**src/rtl/delay_line_if.sv**
```systemverilog
// Sample/control bundle for delay_line: the driver side (master) supplies
// control and data, and the delay line (slave) returns the delayed tap.
interface delay_line_if #(
  parameter int WIDTH     = 1,
  parameter int MAX_DEPTH = 16
);
  localparam int DW = $clog2(MAX_DEPTH + 1);

  logic             en;
  logic             flush;
  logic [DW-1:0]    depth;
  logic [WIDTH-1:0] data_in;
  logic [WIDTH-1:0] data_out;
  logic             valid_out;

  modport master (
    output en, flush, depth, data_in,
    input  data_out, valid_out
  );

  modport slave (
    input  en, flush, depth, data_in,
    output data_out, valid_out
  );
endinterface

```
**src/rtl/delay_line.sv**
```systemverilog
// Enable-gated, run-time tap-selectable shift-register delay line. It has a
// synchronous flush and a fill counter that drives the valid flag.
module delay_line #(
  parameter  int WIDTH     = 1,
  parameter  int MAX_DEPTH = 16,
  localparam int DW        = $clog2(MAX_DEPTH + 1)
) (
  input  logic         clock,
  input  logic         reset,
  delay_line_if.slave  bus
);

  localparam logic [DW-1:0] MAX_D = DW'(MAX_DEPTH);

  logic [WIDTH-1:0] sr_q [MAX_DEPTH];
  logic [WIDTH-1:0] sr_d [MAX_DEPTH];
  logic [DW-1:0]    fill_q, fill_d;
  logic [DW-1:0]    d_eff;
  logic [WIDTH-1:0] tap;

  // NOTE: every always_comb output gets a default first, so no path can infer a latch.
  always_comb begin
    sr_d   = sr_q;
    fill_d = fill_q;
    if (bus.flush) begin
      for (int i = 0; i < MAX_DEPTH; i++) sr_d[i] = '0;
      fill_d = '0;
    end else if (bus.en) begin
      sr_d[0] = bus.data_in;
      for (int i = 1; i < MAX_DEPTH; i++) sr_d[i] = sr_q[i-1];
      if (fill_q != MAX_D) fill_d = fill_q + DW'(1);
    end
  end

  // NOTE: the stages are plain flops, not RAM. They are reset because data_out must read 0 after reset.
  // NOTE: sequential state uses non-blocking assignment, so all stages see pre-edge values.
  always_ff @(posedge clock or negedge reset) begin
    if (!reset) begin
      for (int i = 0; i < MAX_DEPTH; i++) sr_q[i] <= '0;
      fill_q <= '0;
    end else begin
      sr_q   <= sr_d;
      fill_q <= fill_d;
    end
  end

  assign d_eff = (bus.depth > MAX_D) ? MAX_D : bus.depth;

  // Tap d reads stage d-1. Depth 0 is a combinational bypass of data_in.
  always_comb begin
    tap = bus.data_in;
    for (int i = 0; i < MAX_DEPTH; i++) begin
      if (d_eff == DW'(i + 1)) tap = sr_q[i];
    end
  end

  assign bus.data_out  = tap;
  assign bus.valid_out = (fill_q >= d_eff);

endmodule

```
**src/flat_wrapper.sv**
```systemverilog
// flat-port wrapper written by rule: the top's interface ports become plain ports
module delay_line_flat 
#(
  parameter  int WIDTH     = 1,
  parameter  int MAX_DEPTH = 16,
  localparam int DW        = $clog2(MAX_DEPTH + 1)
)
  (clock, reset, bus_en, bus_flush, bus_depth, bus_data_in, bus_data_out, bus_valid_out);
  delay_line_if #(.WIDTH(WIDTH), .MAX_DEPTH(MAX_DEPTH)) bus_i ();
  input  logic clock;
  input  logic reset;
  input wire logic [$bits(bus_i.en)-1:0] bus_en;
  input wire logic [$bits(bus_i.flush)-1:0] bus_flush;
  input wire logic [$bits(bus_i.depth)-1:0] bus_depth;
  input wire logic [$bits(bus_i.data_in)-1:0] bus_data_in;
  output wire logic [$bits(bus_i.data_out)-1:0] bus_data_out;
  output wire logic [$bits(bus_i.valid_out)-1:0] bus_valid_out;
  assign bus_i.en = bus_en;
  assign bus_i.flush = bus_flush;
  assign bus_i.depth = bus_depth;
  assign bus_i.data_in = bus_data_in;
  assign bus_data_out = bus_i.data_out;
  assign bus_valid_out = bus_i.valid_out;
  delay_line #(.WIDTH(WIDTH), .MAX_DEPTH(MAX_DEPTH)) u_core (.clock(clock), .reset(reset), .bus(bus_i));
endmodule
```
**config.mk**
```make
export PLATFORM = sky130hd
export DESIGN_NAME = delay_line_flat
export DESIGN_NICKNAME = d
export VERILOG_FILES = /design/src/rtl/delay_line_if.sv /design/src/rtl/delay_line.sv /design/src/flat_wrapper.sv
export SDC_FILE = /design/constraint.sdc
export NUM_CORES = 1
export LEC_CHECK = 0
export ABC_AREA = 1
export BUFFER_PORTS_ARGS = -buffer_cell sky130_fd_sc_hd__buf_2
export CAP_MARGIN = 20
export CORE_UTILIZATION = 53
export CTS_CLUSTER_DIAMETER = 30
export DETAILED_ROUTE_END_ITERATION = 6
export PLACE_DENSITY = 0.72
export SLEW_MARGIN = 30
export SYNTH_ARGS = -nofsm -noshare
export SYNTH_HDL_FRONTEND = slang
export SYNTH_SLANG_ARGS = --single-unit
```
**constraint.sdc**
```tcl
create_clock -name clock -period 3 [get_ports clock]
set_clock_uncertainty 0.1 [all_clocks]
set_input_delay 0 -clock clock [delete_from_list [all_inputs] [get_ports clock]]
set_output_delay 0 -clock clock [all_outputs]
set_load 0.01 [all_outputs]
```
==> metrics.cfg, run 1 <==
[detailed_routing]
drc = 0
drt-wirelength-per-cell_um = 12.3
drt-pass1-iter-count = 4
drt_wl_total_mm = 2.77
detailroute.via_count = 1223
route.antenna.remaining_nets = 0
drt_iter0_markers = 31
vias_per_cell = 5.41

[layout]
finalNetCount = 216
postLayoutCoreUtil = 0.648
stdcell_count = 226
fill_cells = 210
share_of_post_route_cells_with_drive_strength_above_1 = 0.146
antenna_cells_inserted = 0
final_cell_area_mm2 = 0.00149
area_delta_synth_final_pct = 11.0

[yosys]
synthesis.area_per_instance_um2 = 7.40
synth_warnings = 0
muxShareOfSynthArea = 0
synthSimpleGateAreaFrac = 0.213
yosysSeqAreaShare = 0.392
synth_adder_area_share = 0.0654
syn-num-nets = 198
synthXorXnorAreaFrac = 0
synth_compound_area_frac = 0.190
synth_seq_cells = 21
syn_inst = 181
ys_types = 25
post_synth_instance_area_mm2 = 0.00134
synth_top_family_by_area = simple AND/OR/NAND/NOR gates

[grt]
track_usage = 0.247
grt_pass1_vias = 1145
grt_overflow_total = 0
grt_first_pass_wirelength_mm = 4.91
largest_net_degree_at_the_start_of_global_routing = 22
grt_antenna_before_repair = 0

[setup_path]
setup.worst_path.start = u_core.sr_q[15]
timing.critical_path.fanout_max = 3
timing.critical_path.required_ns = 2.90
critPathMaxStageDelay_ns = 0.38
setup.worst_path.start_class = register
worstSetupEndpointType = primary output
critPathMostFrequentCell = nand2_1
arrival_worst_endpoint_ns = 1.84
worst_path_max_delay_cell = dfrtp_1
timing.setup.critical_path_class = register to primary output
timing.critical_path.max_delay_family = simple AND/OR/NAND/NOR gates
cp_num_buf_inv = 2
critical_path.cell_chain = inv_1 > nand3_1 > nand3_1 > nand2_1 > nand2_1 > nand2_1 > nand2_1 > nand2_1 > nand2_1 > nand2_1 > nand2_1 > nand2_1 > nand2_1 > nand2_1 > nand2_1 > nand2_1 > nand2_1 > a21oi_2 > buf_2
r2r_start = u_core.fill_q[0]

[clock_tree]
clk-insertion-delay-late_ns = 0.31
cts-htree-levels = 1
cts_root_buffer = clkbuf_4
cts.sink_count = 21
cts.path.max_buffers = 2
cts_tree = done
clock_slew_at_reported_path_ffs_ns = 0.11
numCtsBuffers = 3

[floorplanning]
die_height_um = 52.3
placeableCoreArea_mm2 = 0.00230
effective_utilization_at_floorplan = 0.583
die_x_extent_um = 52.3
core.rowCount = 17
dieArea_mm2 = 0.00273
ioPinCount = 12

[status]
outcome = finished, final reports clean

[placed_design]
globalplace.congestion = 0.848
numPortBuffers = 11
dpl-instance-area_mm2 = 0.00141
dpl.cell_count = 217
dp.final_hpwl_mm = 2.10

[sta]
fin_setup_tns_ns = 0
final_hold_viol_count = 0
layout_worst_path_cycle_share = 0.646
finalSetupViolations = 0
setup_repair_after_global_routing_missed_its_margin = false
worst_hold_slack_ns = 0.0696
period_minus_slack_ns = 1.94
clock.fmax_ghz = 0.516
final_max_slew_viol_count = 0
worst_slew_pin_slew_ns = 0.525
headroom_to_the_max_slew_limit = 0.649

[power_and_ir_drop]
switching_share = 0.300
pwr_density_cell_mw_per_mm2 = 367
combPwrFrac = 0.209
clock_power_share = 0.253
ir_drop_mv = 0.315
p_switching_uw = 164
cellInternalPower_uw = 383
seqPwrFrac = 0.538
leakagePower_uw = 0.000707

[job]
max_cap_viol_count = 0

[min_path]
worst_hold_path_type = primary input to asynchronous set/reset pin

sequential cells by signal (all words and copies together), names as in the netlist:
register / cells
u_core.sr_q: 16
u_core.fill_q: 5
power by group through the flow:
stage / Clock [µW] / Sequential, µW / Combinational, µW
3_5_place_dp: 0 / 299 / 108
4_1_cts: 145 / 294 / 114
6_report: 138 / 294 / 114
5_1_grt: 152 / 295 / 130
2_1_floorplan: 0 / 298 / 74.9
3_3_place_gp: 0 / 299 / 103
cell type report:
type / instances / area (µm²) / share of cell area
timing repair buffer: 16 / 105 / 0.0706
inverter: 44 / 168 / 0.113
clock buffer: 4 / 26.3 / 0.0177
tap: 28 / 35.0 / 0.0235
multi-input combinational: 113 / 628 / 0.422
sequential: 21 / 526 / 0.353
kinds of logic (layout without fill, tap and decap cells):
| group | count (synthesis) | count (layout) |
|---|---|---|
| and+or+nand+nor | 63 | 63 |
| adders and majority gates | 7 | 7 |
| buffers and inverters | 47 | 64 |
| DFF | 21 | 21 |
| AOI/OAI and AO/OA | 43 | 43 |
cells in the final DEF, fill, tap and decap left out, types with 2 or more instances in the layout:
| master | count |
|---|---|
| dlygate4sd3_1 | 5 |
| dfrtp_1 | 21 |
| clkbuf_4 | 3 |
| a21oi_2 | 2 |
| nor3_1 | 2 |
| nand2_2 | 2 |
| inv_2 | 6 |
| o21bai_1 | 2 |
| o21ai_0 | 10 |
| nand3_1 | 8 |
| o22ai_1 | 17 |
| nand2_1 | 30 |
| ha_1 | 7 |
| a21oi_1 | 8 |
| a31oi_1 | 2 |
| buf_2 | 11 |
| inv_1 | 37 |
| nor2_1 | 16 |
per-stage QoR:
step / setup WS, ns / power (µW)
after floorplan: 1.37 / 373
after global placement: 1.25 / 402
after detailed placement: 1.17 / 407
after CTS: 1.04 / 552
after global routing: 0.830 / 578
final: 1.06 / 546
layer usage:
layer / vias up / track usage / wire, µm / share of wire
met5: - / 0 / 0 / 0
met4: 0 / 0.0921 / 46 / 0.017
met3: 5 / 0.0348 / 120 / 0.043
met2: 34 / 0.405 / 1300 / 0.47
met1: 561 / 0.328 / 1310 / 0.47
li1: 623 / - / - / -
worst reg2reg max path, stage by stage (launching register included):
cell     delay (ns)
dfrtp_1        0.37
inv_1          0.10
ha_1           0.21
nand3_1        0.08
nor3_1         0.05
nor2_1         0.24
inv_1          0.12
nor3_1         0.22
nand2_1        0.10
o21ai_0        0.15
a21oi_1        0.05
Yosys cell counts (all sizes together):
| library cell | n | area share |
|---|---|---|
| nor2 | 17 | 0.053 |
| nand4 | 1 | 0.0047 |
| buf | 1 | 0.0084 |
| inv | 44 | 0.13 |
| a21oi | 10 | 0.043 |
| dfrtp | 21 | 0.39 |
| nand3 | 9 | 0.037 |
| ha | 7 | 0.065 |
| a31oi | 2 | 0.0093 |
| o22ai | 17 | 0.079 |
| o21bai | 2 | 0.011 |
| nor4 | 1 | 0.0047 |
| nor3 | 3 | 0.020 |
| clkbuf | 2 | 0.0056 |
| nand2 | 32 | 0.093 |
| o21ai | 12 | 0.048 |
repair_timing:
action	in CTS	in global routing
hold buffers	5	0
resized for setup	0	0
hold endpoints to repair	28	0
buffers inserted	0	0
worst paths after layout:
check | end | slack (ns) | cells past startpoint
setup reg to reg | u_core.fill_q[4] | 1.11 | 10
hold reg to reg | u_core.sr_q[0] | 0.41 | 2
setup / recovery | bus_data_out | 1.06 | 19
min in group clock | bus_data_out | 0.37 | 4
max in group asynchronous | u_core.fill_q[4] | 2.40 | 2
hold / removal | u_core.sr_q[10] | 0.07 | 2
Power figures use the tool's default switching activity.
==> run 2: changes to the inputs <==
- clock period: 3 -> 2 ns (I/O delays scaled with it)
==> run 2 against run 1 <==
Effect of this change: flip-flop and latch count is the same; setup slack lost 0.99 ns; design area up 2.9%; via count grew 3.4%; total power rose by 54%; global-route usage increased by 0.44 points; routed wire length rose by 8.0%; worst hold slack worse by 0.0047 ns; critical endpoint unchanged.
==> metrics.cfg, run 2 (same netlist as run 1, synthesis figures left out) <==
[sta]
final_hold_viol_count = 0  ; unchanged
finalSetupViolations = 0  ; unchanged
period_minus_slack_ns = 1.93
worst_slew_pin_slew_ns = 0.538  ; was 0.525 ns
final_max_slew_viol_count = 0  ; unchanged
headroom_to_the_max_slew_limit = 0.640  ; was 0.649
setup_repair_after_global_routing_missed_its_margin = true  ; was false
worst_hold_slack_ns = 0.0650  ; was 0.0696 ns
clock.fmax_ghz = 0.519
layout_worst_path_cycle_share = 0.964

[placed_design]
dp.final_hpwl_mm = 2.17  ; was 2.10 mm
globalplace.congestion = 0.838  ; was 0.848
numPortBuffers = 11  ; unchanged
dpl.cell_count = 217  ; unchanged

[min_path]
worst_hold_path_type = primary input to asynchronous set/reset pin  ; unchanged

[floorplanning]
effective_utilization_at_floorplan = 0.583  ; unchanged
placeableCoreArea_mm2 = 0.00230  ; unchanged
die_height_um = 52.3  ; unchanged
dieArea_mm2 = 0.00273  ; unchanged
die_x_extent_um = 52.3  ; unchanged
ioPinCount = 12  ; unchanged
core.rowCount = 17  ; unchanged

[layout]
register_area_um2 = 526  ; unchanged
layout.cells.most_common = inv_1  ; unchanged
area_delta_synth_final_pct = 14.2  ; was 11.0%
layout_top_registers = u_core.sr_q (16), u_core.fill_q (5)  ; unchanged
stdcell_count = 228  ; was 226
share_of_post_route_cells_with_drive_strength_above_1 = 0.195  ; was 0.146
top_register = u_core.sr_q  ; unchanged
largest_register_ff_count = 16  ; unchanged
antenna_cells_inserted = 0  ; unchanged
multi_input_area_um2 = 652  ; was 628 µm²
finalNetCount = 218  ; was 216
fill_cells = 204  ; was 210
layout.cells.most_common_list = inv_1 (35), nand2_1 (30), dfrtp_1 (21)  ; was inv_1 (37), nand2_1 (30), dfrtp_1 (21)

[job]
max_cap_viol_count = 0  ; unchanged

[clock_tree]
cts_root_buffer = clkbuf_4  ; unchanged
numCtsBuffers = 3  ; unchanged
cts.path.max_buffers = 2  ; unchanged
clk-insertion-delay-late_ns = 0.31  ; about the same
cts_tree = done  ; unchanged
cts.sink_count = 21  ; unchanged
clock_slew_at_reported_path_ffs_ns = 0.12  ; was 0.11 ns
cts-htree-levels = 1  ; unchanged

[detailed_routing]
drt_wl_total_mm = 3.00  ; was 2.77 mm
drt-pass1-iter-count = 4  ; unchanged
drt_iter0_markers = 27  ; was 31
drt-wirelength-per-cell_um = 13.1  ; was 12.3 µm
drc = 0  ; unchanged
detailroute.via_count = 1265  ; was 1223
vias_per_cell = 5.55  ; was 5.41
route.antenna.remaining_nets = 0  ; unchanged

[setup_path]
timing.setup.critical_path_class = register to primary output  ; unchanged
critPathMostFrequentCell = nand2_1  ; unchanged
reg2reg_slack_ns = 0.22  ; was 1.11 ns
timing.critical_path.max_delay_family = simple AND/OR/NAND/NOR gates  ; unchanged
critical_path.cell_chain = inv_2 > nand3_2 > nand3_2 > nand2_1 > nand2_1 > nand2_1 > nand2_1 > nand2_1 > nand2_1 > nand2_1 > nand2_1 > nand2_1 > nand2_1 > nand2_1 > nand2_1 > nand2_1 > nand2_1 > a21oi_2 > buf_2  ; was inv_1 > nand3_1 > nand3_1 > nand2_1 > nand2_1 > nand2_1 > nand2_1 > nand2_1 > nand2_1 > nand2_1 > nand2_1 > nand2_1 > nand2_1 > nand2_1 > nand2_1 > nand2_1 > nand2_1 > a21oi_2 > buf_2
worst_path_max_delay_cell = dfrtp_1  ; unchanged
timing.critical_path.fanout_max = 3  ; unchanged
timing.critical_path.required_ns = 1.90  ; was 2.90 ns
critPathMaxStageDelay_ns = 0.39  ; was 0.38 ns
cp_num_buf_inv = 2  ; unchanged
setup.worst_path.start_class = register  ; unchanged
arrival_worst_endpoint_ns = 1.83  ; was 1.84 ns
worstSetupEndpointType = primary output  ; unchanged

[power_and_ir_drop]
seqPwrFrac = 0.524  ; was 0.538
ir_drop_mv = 0.401  ; was 0.315 mV
switching_share = 0.313  ; was 0.300
leakagePower_uw = 0.000720  ; was 0.000707 µW
combPwrFrac = 0.219  ; was 0.209
p_switching_uw = 264  ; was 164 µW
clock_power_share = 0.257  ; was 0.253
finalPower_uw = 842  ; was 546 µW
cellInternalPower_uw = 578  ; was 383 µW
pwr_density_cell_mw_per_mm2 = 550  ; was 367 mW/mm²

[grt]
track_usage = 0.252  ; was 0.247
grt_antenna_before_repair = 0  ; unchanged
grt_pass1_vias = 1174  ; was 1145
largest_net_degree_at_the_start_of_global_routing = 22  ; unchanged
grt_overflow_total = 0  ; unchanged
grt_first_pass_wirelength_mm = 5.02  ; was 4.91 mm

[status]
outcome = finished, final reports clean  ; unchanged

==> run 2: cell count changes in the layout (fill, tap and decap cells not counted), sizes merged <==
cell      before  now
buf           11   13
clkbuf         4    3
clkinvlp       0    1
==> run 2: stage by stage <==
stage / instance area (µm²) / worst slack [ns] / util / setup TNS, ns
after floorplan: 1340 / 0.374 / - / 0
after global placement: 1410 / 0.250 / 0.614 / 0
after detailed placement: 1410 / 0.120 / 0.614 / 0
after CTS: 1490 / 0.00663 / 0.649 / 0
after global routing: 1530 / -0.107 / 0.666 / -0.107
final: 1530 / 0.0728 / 0.666 / 0
==> run 2: power groups by stage <==
stage          combinational, µW  sequential (µW)  clock (µW)
2_1_floorplan                112              447           0
3_3_place_gp                 154              449           0
3_5_place_dp                 161              449           0
4_1_cts                      170              441         227
5_1_grt                      209              443         242
6_report                     184              441         217
==> run 2: what timing repair did <==
item | CTS | global route
resized for setup | 0 | 7
endpoints found under the hold margin | 28 | 0
endpoints found under the setup margin | 0 | 4
hold buffers | 5 | 0
setup buffers | 0 | 2
==> run 2: cell type report <==
cell class                      count  area share
Multi-Input combinational cell    113       0.426
Inverter                           44       0.110
Clock buffer                        3      0.0147
Tap cell                           28      0.0229
Timing Repair Buffer               18      0.0785
Sequential cell                    21       0.343
Clock inverter                      1     0.00491
==> run 2: metal layers <==
metal  vias up  global-route usage  share of wire
met5         -                   0              0
met4         0              0.0614          0.017
met3         7              0.0522          0.041
met2        29               0.418           0.47
met1       601               0.333           0.47
li1        628                   -              -
==> run 2: worst paths after layout <==
path,startpoint,end,cells past startpoint
min in group clock,bus_depth[4],bus_data_out,4
max in group asynchronous,reset,u_core.sr_q[5],2
min reg2reg,u_core.sr_q[0],u_core.sr_q[0],2
max,u_core.sr_q[15],bus_data_out,19
min,reset,u_core.sr_q[13],2
max reg2reg,u_core.fill_q[1],u_core.fill_q[3],9
==> run 3: changes to the inputs <==
- CORE_MARGIN: default -> 2
==> run 3 against run 2 <==
Effect of this change: clock-buffer cell count is the same; final cell count is the same; routed wire length shrank 7.0%; register-to-register slack is essentially flat; global-route usage shrank 4.6 points; die area grew 7.8%; combinational power is essentially flat; non-clock buffer count shrank 2; largest power group unchanged; sequential share of layout area grew 0.11 points; clock power shrank 2%; first-iteration DRC count grew 30%; setup slack gained 0.0020 ns.
==> metrics.cfg, run 3 (same netlist as run 1, synthesis figures left out) <==
[floorplanning]
die_height_um = 54.3  ; was 52.3 µm
ioPinCount = 12  ; unchanged
die_x_extent_um = 54.3  ; was 52.3 µm
core.rowCount = 18  ; was 17
effective_utilization_at_floorplan = 0.551  ; was 0.583
placeableCoreArea_mm2 = 0.00243  ; was 0.00230 mm²
dieArea_mm2 = 0.00295  ; was 0.00273 mm²

[grt]
grt_overflow_total = 0  ; unchanged
grt_antenna_before_repair = 0  ; unchanged
track_usage = 0.206  ; was 0.252
largest_net_degree_at_the_start_of_global_routing = 22  ; unchanged
grt_pass1_vias = 1034  ; was 1174
grt_first_pass_wirelength_mm = 4.35  ; was 5.02 mm

[layout]
finalNetCount = 216  ; was 218
antenna_cells_inserted = 0  ; unchanged
stdcell_count = 228  ; unchanged
layout_top_registers = u_core.sr_q (16), u_core.fill_q (5)  ; unchanged
share_of_post_route_cells_with_drive_strength_above_1 = 0.212  ; was 0.195
top_register = u_core.sr_q  ; unchanged
largest_register_ff_count = 16  ; unchanged
layout.cells.most_common_list = inv_1 (35), nand2_1 (28), dfrtp_1 (21)  ; was inv_1 (35), nand2_1 (30), dfrtp_1 (21)
area_delta_synth_final_pct = 13.8  ; was 14.2%
layout.cells.most_common = inv_1  ; unchanged

[clock_tree]
cts-htree-levels = 1  ; unchanged
cts_tree = done  ; unchanged
clock_slew_at_reported_path_ffs_ns = 0.12  ; about the same
cts.sink_count = 21  ; unchanged
cts_root_buffer = clkbuf_4  ; unchanged
clk-insertion-delay-late_ns = 0.31  ; about the same
cts.path.max_buffers = 2  ; unchanged
numCtsBuffers = 3  ; unchanged

[sta]
layout_worst_path_cycle_share = 0.963  ; was 0.964
setup_repair_after_global_routing_missed_its_margin = true  ; unchanged
clock.fmax_ghz = 0.519  ; about the same
headroom_to_the_max_slew_limit = 0.654  ; was 0.640
final_hold_viol_count = 0  ; unchanged
fin_setup_tns_ns = 0  ; unchanged
worst_slew_pin_slew_ns = 0.517  ; was 0.538 ns
finalSetupViolations = 0  ; unchanged
final_max_slew_viol_count = 0  ; unchanged
period_minus_slack_ns = 1.93  ; about the same

[detailed_routing]
vias_per_cell = 5.31  ; was 5.55
drt_wl_total_mm = 2.78  ; was 3.00 mm
drt_iter0_markers = 35  ; was 27
drt-pass1-iter-count = 4  ; unchanged
detailroute.via_count = 1211  ; was 1265
drt-wirelength-per-cell_um = 12.2  ; was 13.1 µm
route.antenna.remaining_nets = 0  ; unchanged
drc = 0  ; unchanged

[placed_design]
numPortBuffers = 11  ; unchanged
dpl.cell_count = 219  ; was 217
dp.final_hpwl_mm = 2.02  ; was 2.17 mm
globalplace.congestion = 0.871  ; was 0.838

[power_and_ir_drop]
finalPower_uw = 834  ; was 842 µW
ir_drop_mv = 0.449  ; was 0.401 mV
pwr_density_cell_mw_per_mm2 = 547  ; was 550 mW/mm²
leakagePower_uw = 0.000714  ; was 0.000720 µW

[setup_path]
worstSetupEndpointType = primary output  ; unchanged
reg2regPathDepth = 10  ; was 9
arrival_worst_endpoint_ns = 1.83  ; about the same
timing.critical_path.required_ns = 1.90  ; about the same
timing.setup.critical_path_class = register to primary output  ; unchanged
setup.worst_path.start_class = register  ; unchanged
timing.critical_path.fanout_max = 2  ; was 3

[job]
max_cap_viol_count = 0  ; unchanged

[status]
outcome = finished, final reports clean  ; unchanged

[min_path]
worst_hold_path_type = primary input to asynchronous set/reset pin  ; unchanged

## run 3: worst max-delay path, cell delays in order (launching register included)
cell	delay (ns)
dfrtp_1	0.43
a21oi_2	0.17
nand2_2	0.07
nand2_2	0.05
nand2_1	0.04
nand2_1	0.05
nand2_1	0.04
nand2_1	0.06
nand2_1	0.05
nand2_1	0.05
nand2_1	0.05
nand2_1	0.06
nand2_1	0.04
nand2_1	0.05
nand2_1	0.05
nand2_1	0.07
a21oi_2	0.05
buf_2	0.13
## run 3: layout make-up
class                   count  area, µm²
flip-flops and latches     21        526
clock inverters             1       5.00
fillers                   210        907
repair buffers             16        103
well taps                  30       37.5
multi-input cells         113        664
clock buffers               3       22.5
inverters                  44        168
## run 3: report_power, final
part | leakage [µW] | total [µW] | internal, µW | switching (µW)
clock | 0.0000177 | 212 | 74.8 | 137
sequential | 0.000290 | 442 | 434 | 7.68
combinational | 0.000406 | 181 | 66.6 | 114
## run 3: layer usage
layer | GRT usage | up-vias | share of wire
met5 | 0 | - | 0
met4 | 0.100 | 0 | 0.018
met3 | 0.0328 | 7 | 0.046
met2 | 0.315 | 30 | 0.45
met1 | 0.283 | 550 | 0.49
li1 | - | 624 | -
## run 3: worst paths after layout
kind | startpoint | endpoint | slack (ns)
min | reset | u_core.fill_q[2] | 0.06
max in group asynchronous | reset | u_core.sr_q[9] | 1.41
min in group clock | bus_depth[4] | bus_data_out | 0.36
max reg2reg | u_core.fill_q[1] | u_core.fill_q[4] | 0.22
max | u_core.sr_q[14] | bus_data_out | 0.07
min reg2reg | u_core.sr_q[0] | u_core.sr_q[0] | 0.43
## run 3: metrics by stage
step,instance area [µm²],utilization,setup WS [ns],hold WS (ns)
floorplan,1340,-,0.374,-0.396
global placement,1410,0.581,0.254,-0.125
detailed placement,1410,0.581,0.178,-0.113
CTS,1480,0.609,0.0719,0.0713
global route,1530,0.627,-0.0885,0.116
finish,1530,0.627,0.0748,0.0623
## run 3: what timing repair did
action / in CTS / in global routing
buffers inserted: 0 / 1
endpoints found under the hold margin: 28 / 0
resized for setup: 0 / 11
hold buffers: 4 / 0
endpoints found under the setup margin: 0 / 4
